==> src/rtl/trees_pkg.sv <==
// trees_pkg: definitions shared between the trees ensemble and its feeder.
//   - default ensemble dimensions (N_TREES_DEF, N_NODE_AND_LEAFS_DEF, N_FEATURE_DEF)
//   - index widths for the default build (N_NODE_W, N_TREE_W, FEAT_IDX_W)
//   - feeder_st_t: job sequencing states of trees_feeder
package trees_pkg;

    localparam int N_TREES_DEF          = 16;
    localparam int N_NODE_AND_LEAFS_DEF = 256;
    localparam int N_FEATURE_DEF        = 32;

    localparam int N_NODE_W   = $clog2(N_NODE_AND_LEAFS_DEF);
    localparam int N_TREE_W   = $clog2(N_TREES_DEF);
    localparam int FEAT_IDX_W = $clog2(N_FEATURE_DEF);

    typedef enum logic [2:0] {
        ST_IDLE,
        ST_NODE_LO,
        ST_NODE_HI,
        ST_FEAT,
        ST_START,
        ST_WAIT,
        ST_RESULT
    } feeder_st_t;

endpackage

==> src/rtl/trees_feeder.sv <==
// trees_feeder: front-end driver for the trees ensemble.
// A job optionally streams the whole model (word pairs packed into 64-bit
// nodes, tree-major order), then the feature vector, then pulses start,
// waits for done and offers the prediction on a valid/ready result port.
//
// Ports:
//   clk, rst_n                  clock, asynchronous active-low reset
//   cfg_start, cfg_load_model   job request (sampled in IDLE only)
//   in_data/in_valid/in_ready   32-bit input word stream
//   load_trees, n_node, n_tree, tree_nodes   node write port to the ensemble
//   features                    packed feature vector (feature k at [32k +: 32])
//   start, done, prediction     inference handshake with the ensemble
//   result/result_valid/result_ready         prediction output handshake
//   busy                        high whenever a job is in progress
module trees_feeder
    import trees_pkg::*;
#(
    parameter int N_TREES          = N_TREES_DEF,
    parameter int N_NODE_AND_LEAFS = N_NODE_AND_LEAFS_DEF,
    parameter int N_FEATURE        = N_FEATURE_DEF,
    // The default build uses exactly the widths the ensemble is built with.
    localparam int NN_W = (N_NODE_AND_LEAFS == N_NODE_AND_LEAFS_DEF) ? N_NODE_W   : $clog2(N_NODE_AND_LEAFS),
    localparam int NT_W = (N_TREES == N_TREES_DEF)                   ? N_TREE_W   : $clog2(N_TREES),
    localparam int FI_W = (N_FEATURE == N_FEATURE_DEF)               ? FEAT_IDX_W : $clog2(N_FEATURE)
)(
    input  logic                      clk,
    input  logic                      rst_n,
    input  logic                      cfg_start,
    input  logic                      cfg_load_model,
    input  logic [31:0]               in_data,
    input  logic                      in_valid,
    output logic                      in_ready,
    output logic                      load_trees,
    output logic [NN_W-1:0]           n_node,
    output logic [NT_W-1:0]           n_tree,
    output logic [63:0]               tree_nodes,
    output logic [N_FEATURE*32-1:0]   features,
    output logic                      start,
    input  logic                      done,
    input  logic [7:0]                prediction,
    output logic [7:0]                result,
    output logic                      result_valid,
    input  logic                      result_ready,
    output logic                      busy
);

    localparam logic [NN_W-1:0] LAST_NODE = NN_W'(N_NODE_AND_LEAFS - 1);
    localparam logic [NT_W-1:0] LAST_TREE = NT_W'(N_TREES - 1);
    localparam logic [FI_W-1:0] LAST_FEAT = FI_W'(N_FEATURE - 1);

    feeder_st_t      state_reg;
    logic            in_ready_reg;
    logic            load_reg;
    logic            start_reg;
    logic            result_valid_reg;
    logic            busy_reg;
    logic [NN_W-1:0] n_node_reg;
    logic [NT_W-1:0] n_tree_reg;
    logic [63:0]     tree_nodes_reg;
    logic [FI_W-1:0] feat_idx_reg;
    logic [31:0]     feat_reg [N_FEATURE];
    logic [7:0]      result_reg;

    logic accept;
    logic last_node;

    assign accept    = in_valid && in_ready_reg;
    // The address counters always describe the node being assembled: they
    // advance during the load pulse, which is at the earliest a NODE_LO cycle.
    assign last_node = (n_node_reg == LAST_NODE) && (n_tree_reg == LAST_TREE);

    always_ff @(posedge clk or negedge rst_n) begin
        if (!rst_n) begin
            state_reg        <= ST_IDLE;
            in_ready_reg     <= 1'b0;
            load_reg         <= 1'b0;
            start_reg        <= 1'b0;
            result_valid_reg <= 1'b0;
            busy_reg         <= 1'b0;
            n_node_reg       <= '0;
            n_tree_reg       <= '0;
            tree_nodes_reg   <= '0;
            feat_idx_reg     <= '0;
            result_reg       <= '0;
            for (int i = 0; i < N_FEATURE; i++) begin
                feat_reg[i] <= '0;
            end
        end else begin
            load_reg  <= 1'b0;
            start_reg <= 1'b0;

            // Step to the next node address once the current node is written.
            if (load_reg) begin
                if (n_node_reg == LAST_NODE) begin
                    n_node_reg <= '0;
                    n_tree_reg <= (n_tree_reg == LAST_TREE) ? '0 : n_tree_reg + 1'b1;
                end else begin
                    n_node_reg <= n_node_reg + 1'b1;
                end
            end

            case (state_reg)
                ST_IDLE: begin
                    if (cfg_start) begin
                        n_node_reg   <= '0;
                        n_tree_reg   <= '0;
                        feat_idx_reg <= '0;
                        busy_reg     <= 1'b1;
                        in_ready_reg <= 1'b1;
                        state_reg    <= cfg_load_model ? ST_NODE_LO : ST_FEAT;
                    end
                end
                ST_NODE_LO: begin
                    if (accept) begin
                        tree_nodes_reg[31:0] <= in_data;
                        state_reg            <= ST_NODE_HI;
                    end
                end
                ST_NODE_HI: begin
                    if (accept) begin
                        tree_nodes_reg[63:32] <= in_data;
                        load_reg              <= 1'b1;
                        state_reg             <= last_node ? ST_FEAT : ST_NODE_LO;
                    end
                end
                ST_FEAT: begin
                    if (accept) begin
                        feat_reg[feat_idx_reg] <= in_data;
                        if (feat_idx_reg == LAST_FEAT) begin
                            in_ready_reg <= 1'b0;
                            start_reg    <= 1'b1;
                            state_reg    <= ST_START;
                        end else begin
                            feat_idx_reg <= feat_idx_reg + 1'b1;
                        end
                    end
                end
                ST_START: begin
                    state_reg <= ST_WAIT;
                end
                ST_WAIT: begin
                    if (done) begin
                        result_reg       <= prediction;
                        result_valid_reg <= 1'b1;
                        state_reg        <= ST_RESULT;
                    end
                end
                ST_RESULT: begin
                    if (result_ready) begin
                        result_valid_reg <= 1'b0;
                        busy_reg         <= 1'b0;
                        state_reg        <= ST_IDLE;
                    end
                end
                default: begin
                    state_reg <= ST_IDLE;
                end
            endcase
        end
    end

    generate
        for (genvar gi = 0; gi < N_FEATURE; gi++) begin : g_feat_pack
            assign features[gi*32 +: 32] = feat_reg[gi];
        end
    endgenerate

    assign in_ready     = in_ready_reg;
    assign load_trees   = load_reg;
    assign n_node       = n_node_reg;
    assign n_tree       = n_tree_reg;
    assign tree_nodes   = tree_nodes_reg;
    assign start        = start_reg;
    assign result       = result_reg;
    assign result_valid = result_valid_reg;
    assign busy         = busy_reg;

endmodule

==> config.mk <==
export PLATFORM = sky130hd
export DESIGN_NAME = trees_feeder
export DESIGN_NICKNAME = d
export VERILOG_FILES = /design/src/rtl/trees_pkg.sv /design/src/rtl/trees_feeder.sv
export SDC_FILE = /design/constraint.sdc
export NUM_CORES = 1
export LEC_CHECK = 0
export ABC_AREA = 0
export CAP_MARGIN = 10
export CORE_AREA = 2 2 448 450
export CTS_CLUSTER_DIAMETER = 40
export CTS_CLUSTER_SIZE = 20
export DETAILED_ROUTE_END_ITERATION = 6
export DIE_AREA = 0 0 450 452
export PLACE_DENSITY = 0.51
export SLEW_MARGIN = 40
export SYNTH_ARGS = -nofsm -noshare
export SYNTH_HDL_FRONTEND = slang
export SYNTH_SLANG_ARGS = --single-unit
==> constraint.sdc <==
create_clock -name clk -period 4.1 [get_ports clk]
set_input_delay 0.41 -clock clk [delete_from_list [all_inputs] [get_ports clk]]
set_output_delay 0.41 -clock clk [all_outputs]
set_load 0.01 [all_outputs]
==> flow_metrics.tcl, run 1 <==
set metrics [dict create \
    drive_gt1_share_pct 40.1 \
    grt_pass1_wl_mm 244 \
    antenna_found_initial 23 \
    timing.final.crit_period_ns 2.82 \
    synth_top_cells_by_area "dfrtp_1, mux2_2, clkbuf_1" \
    worst_pin_slew_ns 0.830 \
    largest_reg_flops 1024 \
    area_delta_synth_final_pct 52.6 \
    cts_resized 0 \
    holdBufCountCts 2 \
    start_util_pct 21.4 \
    yosysTopAreaCell "dfrtp_1" \
    netlist_area_mm2 0.0424 \
    period_share_pct 68.9 \
    core_area_mm2 0.199 \
    pwr-share-comb_pct 17.1 \
    clkPwrFrac_pct 47.6 \
    via_per_inst 4.15 \
    postSynthAreaPerCell_um2 16.3 \
    syn_inst 2598 \
    drt_pass1_iterations 5 \
    cap_violations 0 \
    insertion_delay_ns 0.84 \
    fin_area_mm2 0.0647 \
    hold_violations 0 \
    setup_viol 0 \
    post_cts_buffers 0 \
    cp.arrival_ns 3.51 \
    cts_tree "done" \
    cts_inserted_buffers 199 \
    p_sw_mw 10.0 \
    synth_seq_cells 1121 \
    fin_nets 3895 \
    grt_max_degree 120 \
    postRouteAntennaNets 0 \
    hold_slack_ns 0.186 \
    seq_area_frac_synth_pct 66.1 \
    yosys_warnings 0 \
    root_buffer "clkbuf_16" \
    power.density_mw_per_mm2 572 \
    worstPathMaxFanout 32 \
    required_ns 4.79 \
    dp_hpwl_mm 124 \
    overflow 0 \
    io_buffers 1159 \
    cts-htree-levels 4 \
    crit_path_start_kind "flip-flop" \
    fp.dieW_um 450 \
    fillers 19858 \
    die_area_mm2 0.203 \
    grt_use_total_pct 17.1 \
    syn-num-nets 2652 \
    first_iter_violations 1354 \
    place_area_mm2 0.0573 \
    gp_congestion 0.768 \
    p_leak_nw 30.0 \
    vias 27784 \
    status "completed" \
    final_core_util_pct 32.6 \
    clkTransAtPathRegs_ns 0.05 \
    p_int_mw 27.0 \
    wl_mm 179 \
    layout_commonest_cell "clkdlybuf4s50_1" \
    wl_per_cell_um 26.8 \
    grt_pass1_vias 29031 \
    ys_types 40 \
    fmax_mhz 354 \
    cts_buffer_depth 3 \
    critPathKind "flip-flop to flip-flop" \
    seqPwrFrac_pct 35.3 \
    tns_ns 0 \
    die_h_um 452 \
    fin_skew_ns 0.0682 \
    ir_drop_v 0.000384 \
    drc 0 \
    hp-class "input pin to async pin" \
    crit_path_end_kind "flip-flop" \
    final_cell_mix "clkdlybuf4s50_1, dfrtp_1, mux2_2" \
    rsz0062_at_grt "no" \
    drv_slew 0 \
    placementRows 164 \
    cts_num_sinks 1121 \
    slew_headroom_pct 44.6 \
    pin_count 1160 \
    power.share.switching_pct 27.1 \
    yosysTopAreaCellShare_pct 66.1 \
]
layer usage:
| layer | routed length, um | global-route usage, % | vias to the layer above |
|---|---|---|---|
| met4 | 6220 | 6.37 | 0 |
| met3 | 12800 | 5.09 | 260 |
| met2 | 90300 | 29.6 | 972 |
| li1 | - | - | 11666 |
| met5 | 0 | 0 | - |
| met1 | 69600 | 19.9 | 14886 |
metrics by stage:
| step | setup WS (ns) | std cells | power [mW] |
|---|---|---|---|
| 6_report | 1.28 | 6687 | 37.0 |
| 5_1_grt | 1.18 | 6672 | 38.4 |
| 4_1_cts | 1.25 | 6669 | 37.6 |
| 3_5_place_dp | 0.830 | 6293 | 19.7 |
| 3_3_place_gp | 0.861 | 6290 | 19.6 |
| 2_1_floorplan | 2.23 | 2598 | 15.5 |
worst max-delay path, cell delays in order, from the launching register on:
cell and delay, ns:
dfrtp_1 0.46, and3b_1 0.54, nand2_1 0.50, nor2_4 0.21, buf_4 0.51, mux2_2 0.41
power groups by stage:
| stage | logic, mW | clock network, mW | registers [mW] |
|---|---|---|---|
| finish | 6.34 | 17.6 | 13.1 |
| global route | 6.66 | 18.5 | 13.2 |
| CTS | 6.48 | 18.0 | 13.1 |
| detailed placement | 6.46 | 0 | 13.3 |
| global placement | 6.39 | 0 | 13.2 |
| floorplan | 1.72 | 0 | 13.8 |
path summary, 6_finish.rpt:
kind | to | slack [ns] | cells past startpoint | from
hold / removal | features[797]$_DFFE_PN0P_ | 0.19 | 2 | rst_n
max in group asynchronous | features[549]$_DFFE_PN0P_ | 2.72 | 4 | rst_n
hold reg to reg | features[110]$_DFFE_PN0P_ | 0.48 | 1 | features[110]$_DFFE_PN0P_
setup reg to reg | features[373]$_DFFE_PN0P_ | 1.28 | 5 | state_reg[2]$_DFFE_PN0P_
min in group clk | features[514]$_DFFE_PN0P_ | 0.19 | 2 | in_data[2]
setup / recovery | features[373]$_DFFE_PN0P_ | 1.28 | 5 | state_reg[2]$_DFFE_PN0P_
synthesized netlist by cell type, drive strengths merged:
cell type     n
dfrtp      1121
mux2       1099
clkbuf      107
buf         102
nor2         40
nand2        32
inv          13
a21oi         9
and3          8
ha            7
nand3         6
nand4         6
nor3          6
xnor2         4
xor2          4
mux2i         3
nand3b        3
o21ai         3
or2           3
and2          2
and3b         2
nand2b        2
nor2b         2
o22ai         2
or3b          2
a211oi        1
a2bb2oi       1
a31oi         1
and4          1
nor3b         1
nor4          1
o21a          1
o311ai        1
o31ai         1
or4           1
logic make-up (layout without fill, tap and decap cells):
kind of cell | after synthesis | in the layout | synth area share, %
multiplexers | 1102 | 1102 | 29.3
other | 0 | 17 | 0
flip-flops | 1121 | 1121 | 66.1
AO/OA/AOI/OAI | 20 | 20 | 0.280
AND/OR/NAND/NOR | 118 | 118 | 1.44
buffers and inverters | 222 | 1638 | 2.51
adder cells (fa/ha/maj) | 7 | 7 | 0.207
XOR/XNOR | 8 | 8 | 0.165
layout make-up:
cell class	count	area, um^2	area share [%]
Sequential cell	1121	28100	43.3
Multi-Input combinational cell	1255	13500	20.8
Timing Repair Buffer	1251	12500	19.3
Clock buffer	245	5460	8.43
Tap cell	2656	3320	5.14
Clock inverter	129	1820	2.82
Inverter	13	48.8	0.0754
Antenna cell	17	42.5	0.0657
Power figures use the tool's default switching activity.
==> inputs of run 2 (changes only) <==
--- a/config.mk
+++ b/config.mk
@@ -7,12 +7,12 @@
 export LEC_CHECK = 0
 export ABC_AREA = 0
 export CAP_MARGIN = 10
-export CORE_AREA = 2 2 448 450
+export CORE_AREA = 2 2 453 455
 export CTS_CLUSTER_DIAMETER = 40
 export CTS_CLUSTER_SIZE = 20
 export DETAILED_ROUTE_END_ITERATION = 6
-export DIE_AREA = 0 0 450 452
-export PLACE_DENSITY = 0.51
+export DIE_AREA = 0 0 455 457
+export PLACE_DENSITY = 0.5
 export SLEW_MARGIN = 40
 export SYNTH_ARGS = -nofsm -noshare
 export SYNTH_HDL_FRONTEND = slang
==> constraint.sdc (replaced) <==
create_clock -name clk -period 3 [get_ports clk]
set_input_delay 0.3 -clock clk [delete_from_list [all_inputs] [get_ports clk]]
set_output_delay 0.3 -clock clk [all_outputs]
set_load 0.01 [all_outputs]
==> flow_metrics.tcl, run 2 (synthesized netlist as in run 1, its figures left out) <==
set metrics [dict create \
    status "completed" \
    grt_pass1_vias 29250 \
    top_usage_layer "met2" \
    post_cts_buffers 0 \
    drc 0 \
    vias 27972 \
    met2_usage_pct 28.4 \
    cts_tree "done" \
    root_buffer "clkbuf_16" \
    crit_path_start_kind "flip-flop" \
    clkTransAtPathRegs_ns 0.05 \
    grt_use_total_pct 17.0 \
    fp.dieW_um 455 \
    crit_path_end_kind "flip-flop" \
    cts_inserted_buffers 188 \
    p_leak_nw 30.1 \
    cts-htree-levels 4 \
    postRouteAntennaNets 0 \
    gp_congestion 0.767 \
    setup_viol 0 \
    met1_usage_pct 20.4 \
    area_delta_synth_final_pct 52.9 \
    first_iter_violations 1491 \
    placementRows 166 \
    power.density_mw_per_mm2 760 \
    overflow 0 \
    power.share.switching_pct 27.4 \
    p_sw_mw 13.5 \
    largest_reg_flops 1024 \
    worstPathMaxFanout 19 \
    cts_num_sinks 1121 \
    dp_hpwl_mm 125 \
    fmax_mhz 408 \
    grt_util_met3_pct 5.53 \
    antenna_found_initial 20 \
    layout_commonest_cell "clkdlybuf4s50_1" \
    start_util_pct 20.9 \
    drv_slew 0 \
    critPathKind "flip-flop to flip-flop" \
    grt_pass1_wl_mm 247 \
    insertion_delay_ns 0.83 \
    die_area_mm2 0.208 \
    fillers 20355 \
    wl_mm 181 \
    worst_pin_slew_ns 0.839 \
    io_buffers 1159 \
    hold_violations 0 \
    seqPwrFrac_pct 36.3 \
    pin_count 1160 \
    rsz0062_at_grt "no" \
    tns_ns 0 \
    via_per_inst 4.15 \
    hp-class "input pin to flip-flop" \
    grt_max_degree 106 \
    drt_pass1_iterations 5 \
    pwr-share-comb_pct 18.0 \
    cp.arrival_ns 3.11 \
    core_area_mm2 0.203 \
    p_int_mw 35.8 \
    drive_gt1_share_pct 40.3 \
    hold_slack_ns 0.0737 \
    timing.final.crit_period_ns 2.45 \
    required_ns 3.65 \
    ir_drop_v 0.000490 \
    final_cell_mix "clkdlybuf4s50_1, dfrtp_1, mux2_2" \
    die_h_um 457 \
    fin_nets 3934 \
    clkPwrFrac_pct 45.7 \
    cap_violations 0 \
    wl_per_cell_um 26.9 \
    cts_buffer_depth 3 \
    slew_headroom_pct 44.1 \
    fin_skew_ns 0.0669 \
    period_share_pct 81.8 \
]
-- run 2: cell types whose count changed in the layout (fill, tap and decap cells not counted), moves of 2 or more --
cell and delta:
diode_2 -10, buf_2 +2, buf_4 +20, inv_6 -10
clkinv_4 -4, clkbuf_8 +2, clkbuf_1 +7, clkbuf_16 -13
clkinv_16 -3, clkinv_8 +2, clkinv_2 +2, buf_12 +26
bufinv_16 -5
-- run 2: final cells by class --
| cell class | count | area, um^2 | share of cell area (%) |
|---|---|---|---|
| Sequential cell | 1121 | 28100 | 43.3 |
| Multi-Input combinational cell | 1255 | 13500 | 20.8 |
| Timing Repair Buffer | 1301 | 13200 | 20.3 |
| Clock buffer | 241 | 5180 | 8.00 |
| Tap cell | 2688 | 3360 | 5.19 |
| Clock inverter | 111 | 1520 | 2.34 |
| Inverter | 13 | 48.8 | 0.0753 |
| Antenna cell | 7 | 17.5 | 0.0270 |
-- run 2: what timing repair did --
item | in CTS | in global routing
hold buffers | 2 | 1
setup endpoints to repair | 0 | 0
resized for setup | 0 | 0
endpoints found under the hold margin | 101 | 13
-- run 2: power by group through the flow --
stage | Combinational, mW | Clock, mW | Sequential, mW
final | 8.85 | 22.5 | 17.9
after global routing | 9.31 | 23.7 | 18.1
after CTS | 9.01 | 23.1 | 17.9
after detailed placement | 8.97 | 0 | 18.1
after global placement | 8.94 | 0 | 18.1
after floorplan | 2.35 | 0 | 18.8
-- run 2: critical path, stage by stage, from the launching register on --
cell      delay (ns)
dfrtp_1         0.61
nand3b_4        0.23
nor3_4          0.49
nand2_4         0.39
buf_12          0.30
mux2_2          0.27
-- run 2: final timing paths --
| check | end | slack (ns) | startpoint | cells after the start |
|---|---|---|---|---|
| worst max-delay path | features[718]$_DFFE_PN0P_ | 0.55 | state_reg[0]$_DFFE_PN0P_ | 5 |
| worst min-delay path | features[572]$_DFFE_PN0P_ | 0.07 | in_data[28] | 2 |
| worst max register to register | features[718]$_DFFE_PN0P_ | 0.55 | state_reg[0]$_DFFE_PN0P_ | 5 |
| worst min register to register | features[108]$_DFFE_PN0P_ | 0.48 | features[108]$_DFFE_PN0P_ | 1 |
| max in group asynchronous | features[704]$_DFFE_PN0P_ | 1.11 | rst_n | 6 |
| min in group asynchronous | tree_nodes[10]$_DFFE_PN0P_ | 0.50 | rst_n | 3 |
-- run 2: metrics by stage --
step | area, um^2 | setup WS [ns] | util [%] | std cells | power (mW)
final | 64800 | 0.546 | 31.9 | 6737 | 49.3
after floorplan | 42400 | 1.13 | - | 2598 | 21.2
after CTS | 64800 | 0.483 | 31.9 | 6728 | 50.0
after global routing | 64800 | 0.363 | 31.9 | 6732 | 51.2
after detailed placement | 58000 | 0.145 | 28.5 | 6374 | 27.1
after global placement | 58000 | 0.189 | 28.5 | 6371 | 27.0
-- run 2: layer usage --
layer	vias to the layer above	share of wire (%)
met2	1034	49
met1	14970	40
li1	11718	-
met5	-	0.019
met3	246	8.2
met4	4	2.8
==> inputs of run 3 (changes only) <==
==> constraint.sdc (replaced) <==
create_clock -name clk -period 2.3 [get_ports clk]
set_input_delay 0.23 -clock clk [delete_from_list [all_inputs] [get_ports clk]]
set_output_delay 0.23 -clock clk [all_outputs]
set_load 0.01 [all_outputs]
==> flow_metrics.tcl, run 3 (synthesized netlist as in run 1, its figures left out) <==
set metrics [dict create \
    grt_pass1_wl_mm 247 \
    crit_path_start_kind "flip-flop" \
    crit_path_end_kind "flip-flop" \
    hp-class "input pin to flip-flop" \
    start_util_pct 20.9 \
    dp_hpwl_mm 127 \
    overflow 0 \
    cts_num_sinks 1121 \
    cts-htree-levels 4 \
    r2r_cells 7 \
    setup_ws_ns 0.100 \
    insertion_delay_ns 0.84 \
    power.density_mw_per_mm2 996 \
    grt_max_degree 99 \
    fmax_mhz 455 \
    period_share_pct 95.7 \
    final_cell_mix "clkdlybuf4s50_1, dfrtp_1, mux2_2" \
    p_leak_nw 30.8 \
    grt_use_total_pct 17.1 \
    io_buffers 1159 \
    status "completed" \
    reg2reg_slack_ns 0.1 \
    largest_reg_flops 1024 \
    cts_buffer_depth 3 \
    tns_ns 0 \
    crit_end "features[506]$_DFFE_PN0P_" \
    cp.arrival_ns 2.86 \
    critPathKind "flip-flop to flip-flop" \
    fin_skew_ns 0.0596 \
    cp-startpoint "feat_idx_reg[1]$_DFFE_PN0P_" \
    required_ns 2.96 \
    area_delta_synth_final_pct 56.3 \
    first_iter_violations 1377 \
    gp_congestion 0.753 \
    hold_violations 0 \
    cts_inserted_buffers 198 \
    pin_count 1160 \
    fp.dieW_um 455 \
    postRouteAntennaNets 0 \
    placementRows 166 \
    worstPathMaxFanout 16 \
    fin_nets 4024 \
    reg2reg_to "features[506]$_DFFE_PN0P_" \
    drv_slew 0 \
    timing.final.crit_period_ns 2.20 \
    drive_gt1_share_pct 41.5 \
    core_area_mm2 0.203 \
    setup_viol 0 \
    wl_mm 183 \
    wl_per_cell_um 26.8 \
    cap_violations 0 \
    fillers 20275 \
    layout_commonest_cell "clkdlybuf4s50_1" \
    vias 28321 \
    worst_pin_slew_ns 0.741 \
    via_per_inst 4.14 \
    drc 0 \
    pre_cts_ws_ns -0.402 \
    antenna_found_initial 18 \
    rsz0062_at_grt "no" \
    ir_drop_v 0.000673 \
    slew_headroom_pct 50.6 \
    drt_pass1_iterations 5 \
    cts_tree "done" \
    root_buffer "clkbuf_16" \
    grt_pass1_vias 29511 \
    clkTransAtPathRegs_ns 0.05 \
    die_h_um 457 \
    r2r_start "feat_idx_reg[1]$_DFFE_PN0P_" \
    die_area_mm2 0.208 \
]
-- run 3: changes by cell type in the layout (fill, tap and decap cells not counted), moves of 5 or more --
cell,change
buf_12,+29
buf_2,+12
buf_4,+18
bufinv_16,+9
clkbuf_1,-6
clkbuf_16,+12
clkbuf_8,-11
clkinv_2,+6
clkinvlp_4,+6
diode_2,+5
dlygate4sd3_1,+19
inv_6,+6
-- run 3: worst min-delay path by stage --
stage                      startpoint                         to  slack, ns  depth (start not counted)
after floorplan                 rst_n           busy$_DFFE_PN0P_      -0.07                          0
after global routing       in_data[0]  features[384]$_DFFE_PN0P_       0.02                          2
after global placement          rst_n  features[466]$_DFFE_PN0P_       0.21                          1
after detailed placement        rst_n  features[466]$_DFFE_PN0P_       0.22                          1
final                     in_data[14]  features[686]$_DFFE_PN0P_       0.07                          2
after CTS                  in_data[0]  features[384]$_DFFE_PN0P_       0.02                          2
-- run 3: layout make-up --
class                      count  area (um^2)  area share, %
antenna                       12         30.0         0.0453
clock buffer                 234         5260           7.94
clock inverter               138         1890           2.86
inverter                      13         48.8         0.0736
multi-input combinational   1255        13500           20.3
sequential                  1121        28100           42.3
tap                         2688         3360           5.07
timing repair buffer        1381        14200           21.4
-- run 3: metal layers --
| layer | vias to the layer above | track usage (%) | share of wire (%) |
|---|---|---|---|
| li1 | 11962 | - | - |
| met1 | 15057 | 20.2 | 41 |
| met2 | 1056 | 28.8 | 49 |
| met3 | 244 | 5.56 | 7.5 |
| met4 | 2 | 5.80 | 2.8 |
| met5 | - | 0 | 0.0087 |
-- run 3: repair_timing --
item,CTS,global route
buffers inserted,1,2
cloned,0,2
pin swaps,1,1
setup endpoints to repair,32,15
gates resized for setup,0,4
hold buffers,23,0
endpoints found under the hold margin,1013,0
-- run 3: critical path: stages, from the launching register on --
cell and delay, ns:
dfrtp_1 0.42, ha_1 0.19, and3_1 0.28, nand2_1 0.13, buf_4 0.22, nor2_4 0.22, buf_12 0.23, mux2_2 0.36
-- run 3: power breakdown --
group          switching, mW  internal [mW]  total (mW)
sequential              1.29           22.0        23.3
combinational           5.40           6.22        11.6
clock                   11.1           20.0        31.1
-- run 3: through the flow --
step	hold WS (ns)	instances	area, um^2	utilization, %	total power [mW]
floorplan	-0.0656	2598	42400	-	27.6
global placement	0.212	6430	58800	28.9	35.3
detailed placement	0.217	6430	58800	28.9	35.4
CTS	0.0190	6826	66200	32.6	66.9
global route	0.0180	6831	66300	32.6	68.5
finish	0.0683	6842	66300	32.6	66.0
